===== src/rtl/close_result_bcd_pkg.sv =====
// Shared constants and state encoding for the result-closing BCD converter.
package close_result_bcd_pkg;

  localparam int DATA_W   = 12;
  localparam int BCD_W    = 16;
  localparam int ITER_N   = 12;
  localparam int DIFF_MAX = 9;
  localparam int CNT_W    = 4;
  localparam int DIFF_W   = 4;

  // Bit positions inside the one-hot state vector; Qs exposes it as-is.
  localparam int ST_IDLE_BIT = 0;
  localparam int ST_CONV_BIT = 1;
  localparam int ST_OUT_BIT  = 2;
  localparam int ST_ACKW_BIT = 3;

  typedef enum logic [3:0] {
    S_IDLE = 4'b0001,
    S_CONV = 4'b0010,
    S_OUT  = 4'b0100,
    S_ACKW = 4'b1000
  } state_t;

endpackage


===== src/rtl/close_result_bcd_dabble_nibble.sv =====
// One double-dabble digit correction: a digit of 5 or more gets +3 so the
// following left shift carries correctly into the next decimal digit.
module dabble_nibble (
  input  logic [3:0] din,
  output logic [3:0] dout
);

  // Add-3 correction for digits that would overflow past 9 after shifting.
  always_comb begin
    dout = din;
    if (din >= 4'd5) dout = din + 4'd3;
  end

endmodule


===== src/rtl/close_result_bcd.sv =====
// Captures the adjusted A from the upstream adjuster, converts it to four BCD
// digits with a 12-step double-dabble, and reports how far A sits below B.
//
// state | meaning
// IDLE  | waiting for upstream Done, last result still on the outputs
// CONV  | one double-dabble step per clock, 12 steps
// OUT   | result valid, waiting for the consumer to take it (Rd)
// ACKW  | acknowledging upstream until it drops Done
module close_result_bcd
  import close_result_bcd_pkg::*;
(
  input  logic                Clk,
  input  logic                Reset,
  input  logic                Done,
  input  logic [DATA_W-1:0]   Ain,
  input  logic [DATA_W-1:0]   Bref,
  output logic                Ack,
  input  logic                Rd,
  output logic                Valid,
  output logic [BCD_W-1:0]    Bcd,
  output logic [DIFF_W-1:0]   Diff,
  output logic                OvErr,
  output logic [3:0]          Qs
);

  state_t             state, state_nxt;
  logic [BCD_W-1:0]   acc;
  logic [BCD_W-1:0]   acc_fix;
  logic [DATA_W-1:0]  a_sh;
  logic [CNT_W-1:0]   cnt;
  logic [DATA_W:0]    sub;
  logic               last_step;
  logic [BCD_W-1:0]   acc_shift;

  for (genvar g = 0; g < BCD_W / 4; g++) begin : g_dabble
    dabble_nibble u_nib (
      .din  (acc[4*g +: 4]),
      .dout (acc_fix[4*g +: 4])
    );
  end

  // One extra bit makes A > B show up as a set sign bit.
  assign sub       = {1'b0, Bref} - {1'b0, Ain};
  assign last_step = (cnt == CNT_W'(ITER_N - 1));
  assign acc_shift = {acc_fix[BCD_W-2:0], a_sh[DATA_W-1]};

  // Outputs decode single state flops directly, so they cannot glitch.
  assign Qs    = state;
  assign Valid = state[ST_OUT_BIT];
  assign Ack   = state[ST_ACKW_BIT];

  // Next-state selection; Done only matters in IDLE/ACKW, Rd only in OUT.
  always_comb begin
    state_nxt = state;
    unique case (state)
      S_IDLE: if (Done)      state_nxt = S_CONV;
      S_CONV: if (last_step) state_nxt = S_OUT;
      S_OUT:  if (Rd)        state_nxt = S_ACKW;
      S_ACKW: if (!Done)     state_nxt = S_IDLE;
      default:               state_nxt = S_IDLE;
    endcase
  end

  // State register plus capture, conversion and result datapath.
  always_ff @(posedge Clk or posedge Reset) begin
    if (Reset) begin
      state <= S_IDLE;
      acc   <= '0;
      a_sh  <= '0;
      cnt   <= '0;
      Bcd   <= '0;
      Diff  <= '0;
      OvErr <= 1'b0;
    end else begin
      state <= state_nxt;
      unique case (state)
        S_IDLE: begin
          if (Done) begin
            a_sh <= Ain;
            acc  <= '0;
            cnt  <= '0;
            if (sub[DATA_W] || (sub > (DATA_W+1)'(DIFF_MAX))) begin
              OvErr <= 1'b1;
              Diff  <= '1;
            end else begin
              OvErr <= 1'b0;
              Diff  <= sub[DIFF_W-1:0];
            end
          end
        end
        S_CONV: begin
          acc  <= acc_shift;
          a_sh <= {a_sh[DATA_W-2:0], 1'b0};
          cnt  <= cnt + CNT_W'(1);
          if (last_step) Bcd <= acc_shift;
        end
        default: begin
        end
      endcase
    end
  end

endmodule


===== config.mk =====
export PLATFORM = sky130hd
export DESIGN_NAME = close_result_bcd
export DESIGN_NICKNAME = d
export VERILOG_FILES = /design/src/rtl/close_result_bcd_pkg.sv /design/src/rtl/close_result_bcd_dabble_nibble.sv /design/src/rtl/close_result_bcd.sv
export SDC_FILE = /design/constraint.sdc
export NUM_CORES = 1
export LEC_CHECK = 0
export ABC_AREA = 1
export CAP_MARGIN = 20
export CORE_MARGIN = 2
export CORE_UTILIZATION = 58
export CTS_CLUSTER_SIZE = 30
export DETAILED_ROUTE_END_ITERATION = 12
export GPL_ROUTABILITY_DRIVEN = 0
export PLACE_DENSITY = 0.92
export SLEW_MARGIN = 20
export SYNTH_ARGS = -nofsm -noshare
export SYNTH_HDL_FRONTEND = slang
export SYNTH_SLANG_ARGS = --single-unit

===== constraint.sdc =====
create_clock -name Clk -period 4.1 [get_ports Clk]
set_clock_uncertainty 0.1 [all_clocks]
set_input_delay 0.41 -clock Clk [delete_from_list [all_inputs] [get_ports Clk]]
set_output_delay 0.41 -clock Clk [all_outputs]
set_load 0.005 [all_outputs]

# Yosys cells after proc, flatten, opt, wreduce, memory -nomap -nowiden

Index checks and enable logic that the tools add are counted.

Memory bits (read-only): 0
Logic and storage cells: 50
Memories kept: 0
Bits in latches: 0
Memory bits (writable): 0
Bits in registers: 57

Muxes and demuxes: 17
Reduce and logical (&&, ||, !) cells: 6
Bitwise operators: 0
Order comparisons: 5
Equal/unequal tests: 9
Divide/modulo/power cells: 0
$mul: 0
Shift-type cells: 0
Add/subtract/negate cells: 6

Operators by type and width:

| kind                  | count |
|---|---|
| $mux W4               | 9 |
| $pmux W16 S2          | 1 |
| $pmux W12 S2          | 1 |
| $ge A4 B3 Y1 const B  | 4 |
| $mux W16              | 1 |
| $pmux W4 S4           | 1 |
| $gt A13 B4 Y1 const B | 1 |
| $sub A12 B12 Y13      | 1 |
| $add A4 B2 Y4 const B | 3 |
| $mux W12              | 1 |
| $eq A4 B4 Y1 const B  | 2 |
| $ne A2 B2 Y1 const B  | 4 |
| $pmux W4 S2           | 1 |
| $reduce_and A2 Y1     | 3 |
| $add A4 B1 Y4 const B | 1 |
| $eq A4 B1 Y1 const B  | 1 |
| $eq A4 B2 Y1 const B  | 1 |
| $eq A4 B3 Y1 const B  | 1 |
| $reduce_and A4 Y1     | 1 |
| $add A3 B2 Y3 const B | 1 |
| $mux W3               | 1 |
| $reduce_bool A2 Y1    | 1 |
| $logic_or A1 B1 Y1    | 1 |
| $mux W1               | 1 |

# Depth between registers and ports, before layout

Gate-level depths: netlist of the first run.

Depth in word-level cells: 4
Mapped depth: 16
Gate-level depth less buffers: 16

# Cells and area by module

A second synthesis of the first run with hierarchy kept.

Cell total of the unflattened synthesis: 524
Area, all modules: 3824.9 um^2

Modules (own cells, without submodules):

| module           | area each (um^2) | cells an instance | instances |
|---|---|---|---|
| close_result_bcd | 3284.4           | 432               | 1 |
| dabble_nibble    | 135.1            | 23                | 4 |

# Least setup slack after synthesis of the first run

OpenSTA, ideal clock, no wires.

Path kind: input to register
Start point: in Bref[0]
End point: reg OvErr
Library setup time: 0.120 ns
Data arrival time: 1.868 ns
Cell stages on the path: 15
Path slack: 2.013 ns
Cells stage by stage: inv_1 ha_1 fa_1 inv_1 nand2_1 nand2_1 nand3_1 nand3_1 nand2_1 nor2_1 nand2_1 nor2_1 nand3_1 o21ai_0 inv_1

Word-level cells in the longest chain between the ends: 4

Ends and longest elaborated chain:

| item                 | line                   | source |
|---|---|---|
| from (decl)          | close_result_bcd.sv:16 | `input logic [DATA_W-1:0] Bref,` |
| $sub A12 B12 Y13 *   | close_result_bcd.sv:43 | `assign sub = {1'b0, Bref} - {1'b0, Ain};` |
| $gt A13 B4 Y1        | close_result_bcd.sv:82 | `if (sub[DATA_W] \|\| (sub > (DATA_W+1)'(DIFF_MAX))) begin` |
| $logic_or A1 B1 Y1 * | close_result_bcd.sv:82 |  |
| $mux W1 *            | close_result_bcd.sv:82 |  |
| to (signal assigned) | close_result_bcd.sv:73 | `OvErr <= 1'b0;` |
| to (signal assigned) | close_result_bcd.sv:83 | `OvErr <= 1'b1;` |
| to (signal assigned) | close_result_bcd.sv:86 | `OvErr <= 1'b0;` |
| to (decl)            | close_result_bcd.sv:22 | `output logic OvErr,` |

Mark *: on every way between the ends. The rest lies on a longest branch, timed or not.
A chain may end at the register's enable or synchronous reset.

# Final worst setup path of the first run

Start point: reg state[3] (netlist: Qs[3])
End point: reg cnt[1]

Word-level cells in the longest chain between the ends: 3

Ends and longest elaborated chain:

| item                                                                       | line                   | source |
|---|---|---|
| from (decl)                                                                | close_result_bcd.sv:26 | `state_t state, state_nxt;` |
| from (signal assigned)                                                     | close_result_bcd.sv:75 | `state <= state_nxt;` |
| $eq A4 B1 Y1 / $eq A4 B2 Y1 (equally long branches)                        | close_result_bcd.sv:76 | `unique case (state)` |
| $ne A2 B2 Y1 (no source line) / $reduce_bool A2 Y1 (equally long branches) | n/a                    |  |
| $reduce_and A2 Y1 (no source line)                                         | n/a                    |  |
| to (signal assigned)                                                       | close_result_bcd.sv:94 | `cnt <= cnt + CNT_W'(1);` |
| to (decl)                                                                  | close_result_bcd.sv:30 | `logic [CNT_W-1:0] cnt;` |

Several ways; a longest one is shown, not always the timed one.

==> results of run 1 <==
[sequential cells by signal, summed over array words and instances, names as in the netlist]
signal / count
acc: 16
OvErr: 1
cnt: 4
Qs: 4
Bcd: 16
a_sh: 12
Diff: 4
[logic make-up after synthesis]
kind of cell | synth area share, %
flops | 40.6
xor+xnor | 1.74
fa+ha+maj | 8.03
simple gates | 22.8
compound gates | 14.7
buf+inv | 12.2
[path summary, 6_finish.rpt]
kind | startpoint | to | depth (start not counted)
max | Qs[3]$_DFFE_PP0P_ | cnt[1]$_DFFE_PP0P_ | 7
min | Reset | acc[11]$_DFFE_PP0P_ | 2
max reg2reg | Qs[3]$_DFFE_PP0P_ | cnt[1]$_DFFE_PP0P_ | 7
min reg2reg | Bcd[7]$_DFFE_PP0P_ | Bcd[7]$_DFFE_PP0P_ | 2
max in group asynchronous | Reset | Qs[0]$_DFFE_PP1P_ | 3
min in group Clk | Bcd[7]$_DFFE_PP0P_ | Bcd[7]$_DFFE_PP0P_ | 2
[routing by layer]
metal | track usage (%) | wire length, um
met3 | 5.49 | 409
met2 | 44.4 | 3940
met4 | 16.2 | 288
met1 | 30.7 | 3300
met5 | 0 | 0
[per-stage QoR]
stage / hold WS (ns) / utilization (%) / cells / power (uW) / setup WS (ns)
floorplan: 0.342 / - / 456 / 1510 / 2.01
global placement: 0.357 / 69.1 / 574 / 1750 / 1.37
detailed placement: 0.361 / 69.1 / 574 / 1810 / 1.25
CTS: 0.374 / 71.8 / 589 / 2250 / 1.43
global route: 0.419 / 71.8 / 589 / 2420 / 1.22
finish: 0.367 / 71.8 / 589 / 2250 / 1.44
[final cells by class]
type / count / share of cell area (%)
Clock buffer: 12 / 3.43
Clock inverter: 3 / 0.414
Inverter: 87 / 7.72
Multi-Input combinational cell: 299 / 39.3
Sequential cell: 57 / 33.8
Tap cell: 75 / 2.22
Timing Repair Buffer: 56 / 13.1
[worst max-delay path: stages, from the launching register on]
cell and delay (ns):
dfrtp_1 0.42, nor2_2 0.15, inv_1 0.08, nor3_4 0.35
inv_2 0.32, nand2_1 0.79, inv_2 0.11, a22o_1 0.22
[report_power, final]
part	leakage, uW	total (uW)	switching (uW)	internal, uW
combinational	0.00128	947	542	404
clock	0.0000822	451	221	230
sequential	0.000724	854	113	741
total	0.00209	2250	876	1380
[cells in the final DEF (no fill, tap or decap)]
cell / n
xor2_1: 7
buf_4: 2
clkdlybuf4s50_1: 54
or2_2: 8
nand2_1: 106
inv_2: 4
a31o_2: 1
inv_1: 83
nor3_1: 1
clkinv_2: 2
and2_1: 1
nand3_1: 23
o21ai_2: 13
o21bai_1: 1
clkinvlp_4: 1
nor2_2: 3
o21ai_1: 2
clkbuf_8: 10
nand3_2: 1
ha_1: 21
nand2_4: 1
clkbuf_1: 2
nor2_1: 37
a22o_1: 1
dfstp_2: 1
o211ai_1: 1
o31ai_2: 1
nor3_4: 1
fa_1: 1
dfrtp_1: 56
a31oi_1: 1
o22ai_1: 25
a21oi_1: 23
o21ai_0: 14
nand4_1: 5
==> flow_metrics.env, run 1 <==
export IMPL_status="completed"
export IMPL_grt_start_max_net_pins=33
export IMPL_insertion_delay_ns=0.34
export IMPL_port_buffer_count=54
export IMPL_ys_flop_type="dfrtp_1"
export IMPL_powerDensity_nw_per_um2=533
export IMPL_setup_viol=0
export IMPL_final_area_um2=4230
export IMPL_ys_top_cells_by_area="dfrtp_1 40%, nand2_1 11%, inv_1 9.0%"
export IMPL_final_hold_viol_count=0
export IMPL_drc=0
export IMPL_end_kind="flop"
export IMPL_crit_required_ns=4.23
export IMPL_area_growth_pct=20.1
export IMPL_dr_pass1_iters=4
export IMPL_vdd_drop_max_mv=0.303
export IMPL_drive_gt1_share_pct=9.53
export IMPL_nets=560
export IMPL_grt_pass1_vias=3140
export IMPL_grt_pass1_wl_mm=13.5
export IMPL_hold_buffers=0
export IMPL_synth_commonest_cells="106 x nand2_1, 84 x inv_1, 56 x dfrtp_1"
export IMPL_synthArstFlopShare_pct=100
export IMPL_routedWlPerCell_um=13.5
export IMPL_multi_input_area_um2=1660
export IMPL_synthCells=456
export IMPL_worst_slew_pin_slew_ns=0.949
export IMPL_io_pins=55
export IMPL_synth_top_area_cell="dfrtp_1"
export IMPL_synthDistinctLibCells=34
export IMPL_post_route_period_util_pct=64.8
export IMPL_antenna_found_initial=0
export IMPL_cts_sinks=57
export IMPL_worstPathArrival_ns=2.79
export IMPL_cts_tree="built"
export IMPL_cts_resized=0
export IMPL_max_freq_mhz=376
export IMPL_reg2reg_slack_ns=1.44
export IMPL_synth_fp_nets=506
export IMPL_fillCellCount=452
export IMPL_rsz0062_at_grt="no"
export IMPL_viasPerCell=5.45
export IMPL_track_usage_pct=26.4
export IMPL_cts_buffer_depth=2
export IMPL_drv_slew=0
export IMPL_drv_cap=0
export IMPL_start_kind="flop"
export IMPL_post_synth_top_area_fraction_pct=39.8
export IMPL_cts_buffers_inserted=9
export IMPL_cts_root_buffer="clkbuf_8"
export IMPL_htreeDepth=3
export IMPL_worstPathMaxFanout=30
export IMPL_criticalPathCategory="reg2reg"
export IMPL_p_leak_uw=0.00209
export IMPL_synth_area_per_cell_um2=7.72
export IMPL_synth_edf_count=0
export IMPL_path_clk_slew_ns=0.07
export IMPL_antennaDiodeCount=0
export IMPL_die_area_um2=6710
export IMPL_place_hpwl_mm=5.99
export IMPL_fp_row_count=28
export IMPL_synthesis_area_um2=3520
export IMPL_ys_warn_count=0
export IMPL_routed_wl_mm=7.95
export IMPL_start_util_pct=59.8
export IMPL_fin_tns_setup_ns=0
export IMPL_cts_setup_buffers=0
export IMPL_place_area_um2=4070
export IMPL_synth_most_common_cell="nand2_1"
export IMPL_ys_seq_elements=57
export IMPL_gr_total_overflow=0
export IMPL_core_area_um2=5890
export IMPL_fp_dieW_um=81.9
export IMPL_seq_area_um2=1430
export IMPL_fin_crit_ns=2.66
export IMPL_ant_nets=0
export IMPL_vias=3210
export IMPL_min_path_type="in2async"
export IMPL_yosysSeqAreaShare_pct=40.6
export IMPL_drt_iter0_drc=235
export IMPL_slew_headroom_pct=36.6
export IMPL_die_y_um=81.9
No activity file was read; power rests on OpenSTA's default activity.
==> run 2, diff against run 1 <==
--- a/config.mk
+++ b/config.mk
@@ -8,11 +8,11 @@
 export ABC_AREA = 1
 export CAP_MARGIN = 20
 export CORE_MARGIN = 2
-export CORE_UTILIZATION = 58
+export CORE_UTILIZATION = 54
 export CTS_CLUSTER_SIZE = 30
 export DETAILED_ROUTE_END_ITERATION = 12
 export GPL_ROUTABILITY_DRIVEN = 0
-export PLACE_DENSITY = 0.92
+export PLACE_DENSITY = 0.87
 export SLEW_MARGIN = 20
 export SYNTH_ARGS = -nofsm -noshare
 export SYNTH_HDL_FRONTEND = slang
==> constraint.sdc (replaced) <==
create_clock -name Clk -period 2.5 [get_ports Clk]
set_clock_uncertainty 0.1 [all_clocks]
set_input_delay 0.25 -clock Clk [delete_from_list [all_inputs] [get_ports Clk]]
set_output_delay 0.25 -clock Clk [all_outputs]
set_load 0.005 [all_outputs]
==> run 2 against run 1 <==
Effect of this change:
- final area is 0.89% higher
- sequential cell count stayed put
- combinational power is 66% higher
- critical path type is now in2reg
- die area is 7.0% higher
- highest routed layer unchanged
- via count is 3.0% lower
- wire length is 6.0% lower
- count of clock-buffer cells in the layout stayed put
==> flow_metrics.env, run 2 (same netlist as run 1, synthesis figures left out) <==
export IMPL_p_int_uw=2280
export IMPL_fillCellCount=519
export IMPL_track_usage_pct=22.0
export IMPL_worstPathArrival_ns=2.38
export IMPL_rsz0062_at_grt="no"
export IMPL_viasPerCell=5.25
export IMPL_seq_power_share_pct=38.1
export IMPL_cts_setup_buffers=0
export IMPL_htreeDepth=3
export IMPL_setup_viol=0
export IMPL_grt_pass1_wl_mm=12.8
export IMPL_routedWlPerCell_um=12.6
export IMPL_whs_ns=0.221
export IMPL_insertion_delay_ns=0.33
export IMPL_p_leak_uw=0.00211
export IMPL_dr_pass1_iters=4
export IMPL_cts_sinks=57
export IMPL_port_buffer_count=54
export IMPL_start_kind="input port"
export IMPL_fin_crit_ns=2.26
export IMPL_drc=0
export IMPL_antennaDiodeCount=0
export IMPL_area_growth_pct=21.2
export IMPL_powerDensity_nw_per_um2=860
export IMPL_die_area_um2=7180
export IMPL_comb_power_share_pct=42.9
export IMPL_nets=564
export IMPL_grt_pass1_vias=3044
export IMPL_crit_required_ns=2.62
export IMPL_fp_row_count=29
export IMPL_vdd_drop_max_mv=0.560
export IMPL_switching_power_uw=1390
export IMPL_io_pins=55
export IMPL_die_y_um=84.7
export IMPL_min_path_type="in2async"
export IMPL_drv_cap=0
export IMPL_slew_headroom_pct=70.3
export IMPL_final_hold_viol_count=0
export IMPL_postLayoutCoreUtil_pct=67.6
export IMPL_drv_slew=0
export IMPL_status="completed"
export IMPL_antenna_found_initial=0
export IMPL_finalPower_uw=3670
export IMPL_cts_buffer_depth=2
export IMPL_cts_tree="built"
export IMPL_cts_root_buffer="clkbuf_8"
export IMPL_vias=3115
export IMPL_pwr_share_clk_pct=19.0
export IMPL_end_kind="flop"
export IMPL_path_clk_slew_ns=0.06
export IMPL_swShare_pct=37.8
export IMPL_post_route_period_util_pct=90.5
export IMPL_final_cell_mix="106 x nand2_1, 83 x inv_1, 56 x dfrtp_1"
export IMPL_grt_start_max_net_pins=58
export IMPL_routed_wl_mm=7.47
export IMPL_fp_dieW_um=84.7
export IMPL_worst_slew_pin_slew_ns=0.440
export IMPL_worstPathMaxFanout=5
export IMPL_place_hpwl_mm=5.64
export IMPL_start_util_pct=55.7
export IMPL_criticalPathCategory="in2reg"
export IMPL_drt_iter0_drc=235
export IMPL_gr_total_overflow=0
export IMPL_largestRegisters="Bcd x16, acc x16, a_sh x12"
export IMPL_cts_buffers_inserted=9
export IMPL_max_freq_mhz=442
export IMPL_drive_gt1_share_pct=10.1
export IMPL_core_area_um2=6310
export IMPL_ant_nets=0
export IMPL_layout_commonest_cell="nand2_1"
## run 2: critical path, cell delays in order
cell and delay (ns):
clkdlybuf4s50_1 0.46, inv_1 0.04, ha_1 0.20, fa_1 0.41
inv_1 0.10, nand2_1 0.05, nand2_1 0.08, nand3_1 0.09
nand2_1 0.09, nand2_1 0.06, nand2_1 0.07, nor2_1 0.04
nor2_1 0.13, nand3_2 0.13, nor2_1 0.12, nor2_1 0.05
## run 2: worst paths after layout
check	end	from	depth (start not counted)	slack (ns)
max in group asynchronous	Qs[0]$_DFFE_PP1P_	Reset	3	1.77
min in group Clk	Bcd[7]$_DFFE_PP0P_	Bcd[7]$_DFFE_PP0P_	2	0.37
hold reg to reg	Bcd[7]$_DFFE_PP0P_	Bcd[7]$_DFFE_PP0P_	2	0.37
setup reg to reg	Bcd[15]$_DFFE_PP0P_	Qs[3]$_DFFE_PP0P_	9	0.48
hold / removal	Bcd[14]$_DFFE_PP0P_	Reset	3	0.22
setup / recovery	Diff[2]$_DFFE_PP0P_	Bref[0]	16	0.24
## run 2: layout make-up
| class | count | area (um^2) | area share (%) |
|---|---|---|---|
| multi-input cells | 299 | 1670 | 39.1 |
| flip-flops and latches | 57 | 1430 | 33.5 |
| repair buffers | 60 | 598 | 14.0 |
| inverters | 87 | 327 | 7.66 |
| clock buffers | 12 | 145 | 3.40 |
| well taps | 77 | 96.3 | 2.26 |
| clock inverters | 1 | 5.00 | 0.117 |
## run 2: repair_timing
action                                  CTS  global route
hold buffers                              0             0
gates resized for setup                   0             1
endpoints found under the setup margin    0             3
## run 2: routing by layer
layer  global-route usage, %  share of wire, %  wire length, um
met2                    38.6                51             3830
met5                       0                 0                0
met1                    25.8                43             3180
met4                    9.67               2.3              170
met3                    5.01               3.9              288
## run 2: metrics by stage
step                worst slack [ns]  TNS (ns)  cells  area (um^2)
CTS                            0.217         0    593         4260
global route                  0.0312         0    593         4270
detailed placement            -0.130    -0.589    580         4110
finish                         0.237         0    593         4270
floorplan                      0.573         0    456         3520
global placement             -0.0142   -0.0593    580         4110
## run 2: power groups by stage
stage | Clock (uW) | Sequential [uW] | Combinational, uW
after detailed placement | 0 | 1410 | 1570
after CTS | 703 | 1400 | 1580
after floorplan | 0 | 1390 | 1090
after global routing | 743 | 1440 | 1770
after global placement | 0 | 1390 | 1510
final | 697 | 1400 | 1570
==> run 3, diff against run 2 <==
--- a/config.mk
+++ b/config.mk
@@ -5,14 +5,13 @@
 export SDC_FILE = /design/constraint.sdc
 export NUM_CORES = 1
 export LEC_CHECK = 0
-export ABC_AREA = 1
 export CAP_MARGIN = 20
 export CORE_MARGIN = 2
 export CORE_UTILIZATION = 54
 export CTS_CLUSTER_SIZE = 30
 export DETAILED_ROUTE_END_ITERATION = 12
 export GPL_ROUTABILITY_DRIVEN = 0
-export PLACE_DENSITY = 0.87
+export PLACE_DENSITY = 0.88
 export SLEW_MARGIN = 20
 export SYNTH_ARGS = -nofsm -noshare
 export SYNTH_HDL_FRONTEND = slang
==> run 3 against run 2 <==
Effect of this change:
- final cell count down 11%
- via count is 0.35% higher
- first-iteration DRC count decreased by 11%
- sequential cell count unchanged
- maximum frequency shrank 6.2%
- clock power grew 52%
- highest routed layer unchanged
- setup slack lost 0.15 ns
- global-route usage rose by 3.9 points
==> flow_metrics.env, run 3 <==
export IMPL_drive_gt1_share_pct=15.3
export IMPL_cts_root_buffer="clkbuf_8"
export IMPL_fin_tns_setup_ns=0
export IMPL_max_freq_mhz=415
export IMPL_criticalPathCategory="in2reg"
export IMPL_port_buffer_count=54
export IMPL_synth_commonest_cells="56 x dfrtp_1, 36 x o21ai_0, 32 x nand2_1"
export IMPL_worst_slew_pin_slew_ns=0.480
export IMPL_grt_pass1_wl_mm=13.4
export IMPL_gr_total_overflow=0
export IMPL_start_util_pct=56.0
export IMPL_final_cell_count_no_fill=526
export IMPL_largestRegisters="Bcd x16, acc x16, a_sh x12"
export IMPL_cts_sinks=57
export IMPL_ys_seq_elements=57
export IMPL_die_y_um=82.6
export IMPL_p_leak_uw=0.00196
export IMPL_powerDensity_nw_per_um2=718
export IMPL_antennaDiodeCount=0
export IMPL_final_area_um2=4450
export IMPL_area_growth_pct=33.5
export IMPL_final_hold_viol_count=0
export IMPL_slew_headroom_pct=68.0
export IMPL_htreeDepth=3
export IMPL_fp_row_count=28
export IMPL_finalPower_uw=3190
export IMPL_track_usage_pct=26.0
export IMPL_drv_cap=0
export IMPL_worstPathArrival_ns=2.53
export IMPL_cts_buffers_inserted=9
export IMPL_place_area_um2=4120
export IMPL_hold_buffers=0
export IMPL_synth_edf_count=0
export IMPL_fin_crit_ns=2.41
export IMPL_place_hpwl_mm=5.82
export IMPL_grt_start_max_net_pins=37
export IMPL_antenna_found_initial=0
export IMPL_post_synth_top_area_fraction_pct=42.0
export IMPL_core_area_um2=5960
export IMPL_synthCells=368
export IMPL_final_cell_mix="56 x dfrtp_1, 51 x clkdlybuf4s50_1, 36 x o21ai_0"
export IMPL_whs_ns=0.154
export IMPL_post_route_period_util_pct=96.5
export IMPL_nets=496
export IMPL_layout_commonest_cell="dfrtp_1"
export IMPL_io_pins=55
export IMPL_synth_area_per_cell_um2=9.06
export IMPL_dr_pass1_iters=4
export IMPL_cts_tree="built"
export IMPL_end_kind="flop"
export IMPL_fp_dieW_um=82.6
export IMPL_ys_warn_count=0
export IMPL_synth_fp_nets=418
export IMPL_die_area_um2=6820
export IMPL_grt_pass1_vias=3067
export IMPL_synthesis_area_um2=3330
export IMPL_setup_viol=0
export IMPL_yosysSeqAreaShare_pct=42.8
export IMPL_worstPathMaxFanout=5
export IMPL_crit_required_ns=2.62
export IMPL_routed_wl_mm=8.39
export IMPL_synthArstFlopShare_pct=100
export IMPL_cts_buffer_depth=2
export IMPL_vdd_drop_max_mv=0.444
export IMPL_vias=3126
export IMPL_path_clk_slew_ns=0.07
export IMPL_status="completed"
export IMPL_min_path_type="in2async"
export IMPL_ys_flop_type="dfrtp_1"
export IMPL_start_kind="input port"
export IMPL_ys_top_cells_by_area="dfrtp_1 42%, ha_1 7.9%, o21ai_0 5.4%"
export IMPL_routedWlPerCell_um=16.0
export IMPL_dpl_cell_count=509
export IMPL_ant_nets=0
export IMPL_viasPerCell=5.94
export IMPL_synth_most_common_cell="dfrtp_1"
export IMPL_synthDistinctLibCells=53
export IMPL_insertion_delay_ns=0.33
export IMPL_drt_iter0_drc=210
export IMPL_drc=0
export IMPL_drv_slew=0
export IMPL_synth_top_area_cell="dfrtp_1"
run 3: cell count changes after synthesis, moves of 13 or more:
cell,delta
o21ai_2,-13
nand2_1,-74
inv_1,-55
o22ai_1,-14
o21ai_0,+22
run 3: area by class of cell:
| cell class | count | area (um^2) |
|---|---|---|
| Tap cell | 75 | 93.8 |
| Timing Repair Buffer | 85 | 793 |
| Clock buffer | 11 | 141 |
| Multi-Input combinational cell | 263 | 1780 |
| Sequential cell | 57 | 1430 |
| Clock inverter | 5 | 103 |
| Inverter | 30 | 113 |
| Fill cell | 403 | 1510 |
run 3: worst paths after layout:
kind / slack (ns) / cells after the start / startpoint / end
min in group Clk: 0.16 / 3 / Ain[0] / a_sh[0]$_DFFE_PP0P_
min: 0.15 / 2 / Reset / Bcd[10]$_DFFE_PP0P_
max in group asynchronous: 1.52 / 3 / Reset / Qs[0]$_DFFE_PP1P_
max reg2reg: 0.47 / 7 / Qs[2]$_DFFE_PP0P_ / Diff[0]$_DFFE_PP0P_
max: 0.09 / 10 / Bref[1] / Diff[0]$_DFFE_PP0P_
min reg2reg: 0.38 / 2 / Bcd[2]$_DFFE_PP0P_ / Bcd[2]$_DFFE_PP0P_
run 3: logic make-up (layout without fill, tap and decap cells):
logic type	Yosys count	count (layout)	synth area share (%)
buf+inv	48	131	5.93
mux	6	6	1.95
compound gates	104	104	20.0
fa+ha+maj	22	22	8.48
flops	57	57	42.8
simple gates	123	123	18.7
xor+xnor	8	8	2.10
run 3: what timing repair did:
item,CTS,global route
setup buffers,1,0
pin swaps,6,6
setup endpoints to repair,4,5
resized for setup,4,12
cloned,0,0
run 3: report_power, final:
group	total (uW)	internal, uW	switching (uW)
sequential	1190	1070	123
combinational	937	397	540
clock	1060	688	375
run 3: metal layers:
layer / up-vias / routed length [um] / global-route usage [%] / part of all wire [%]
li1: 1460 / - / - / -
met1: 1510 / 3340 / 28.6 / 40
met2: 126 / 4310 / 46.1 / 51
met3: 30 / 457 / 6.30 / 5.4
met4: 0 / 286 / 13.6 / 3.4
met5: - / 0 / 0 / 0
run 3: worst max-delay path, cell delays in order:
cell and delay (ns):
clkdlybuf4s50_1 0.50, inv_1 0.07, fa_2 0.35, and2b_2 0.26, o22ai_2 0.09, mux2i_1 0.18, a21boi_2 0.19, and4bb_1 0.26
nand4_4 0.15, o22a_1 0.22
run 3: metrics by stage:
stage	util, %	worst slack (ns)
floorplan	-	0.268
global placement	69.2	-0.300
detailed placement	69.2	-0.437
CTS	73.7	0.0429
global route	74.7	-0.0184
finish	74.7	0.0880
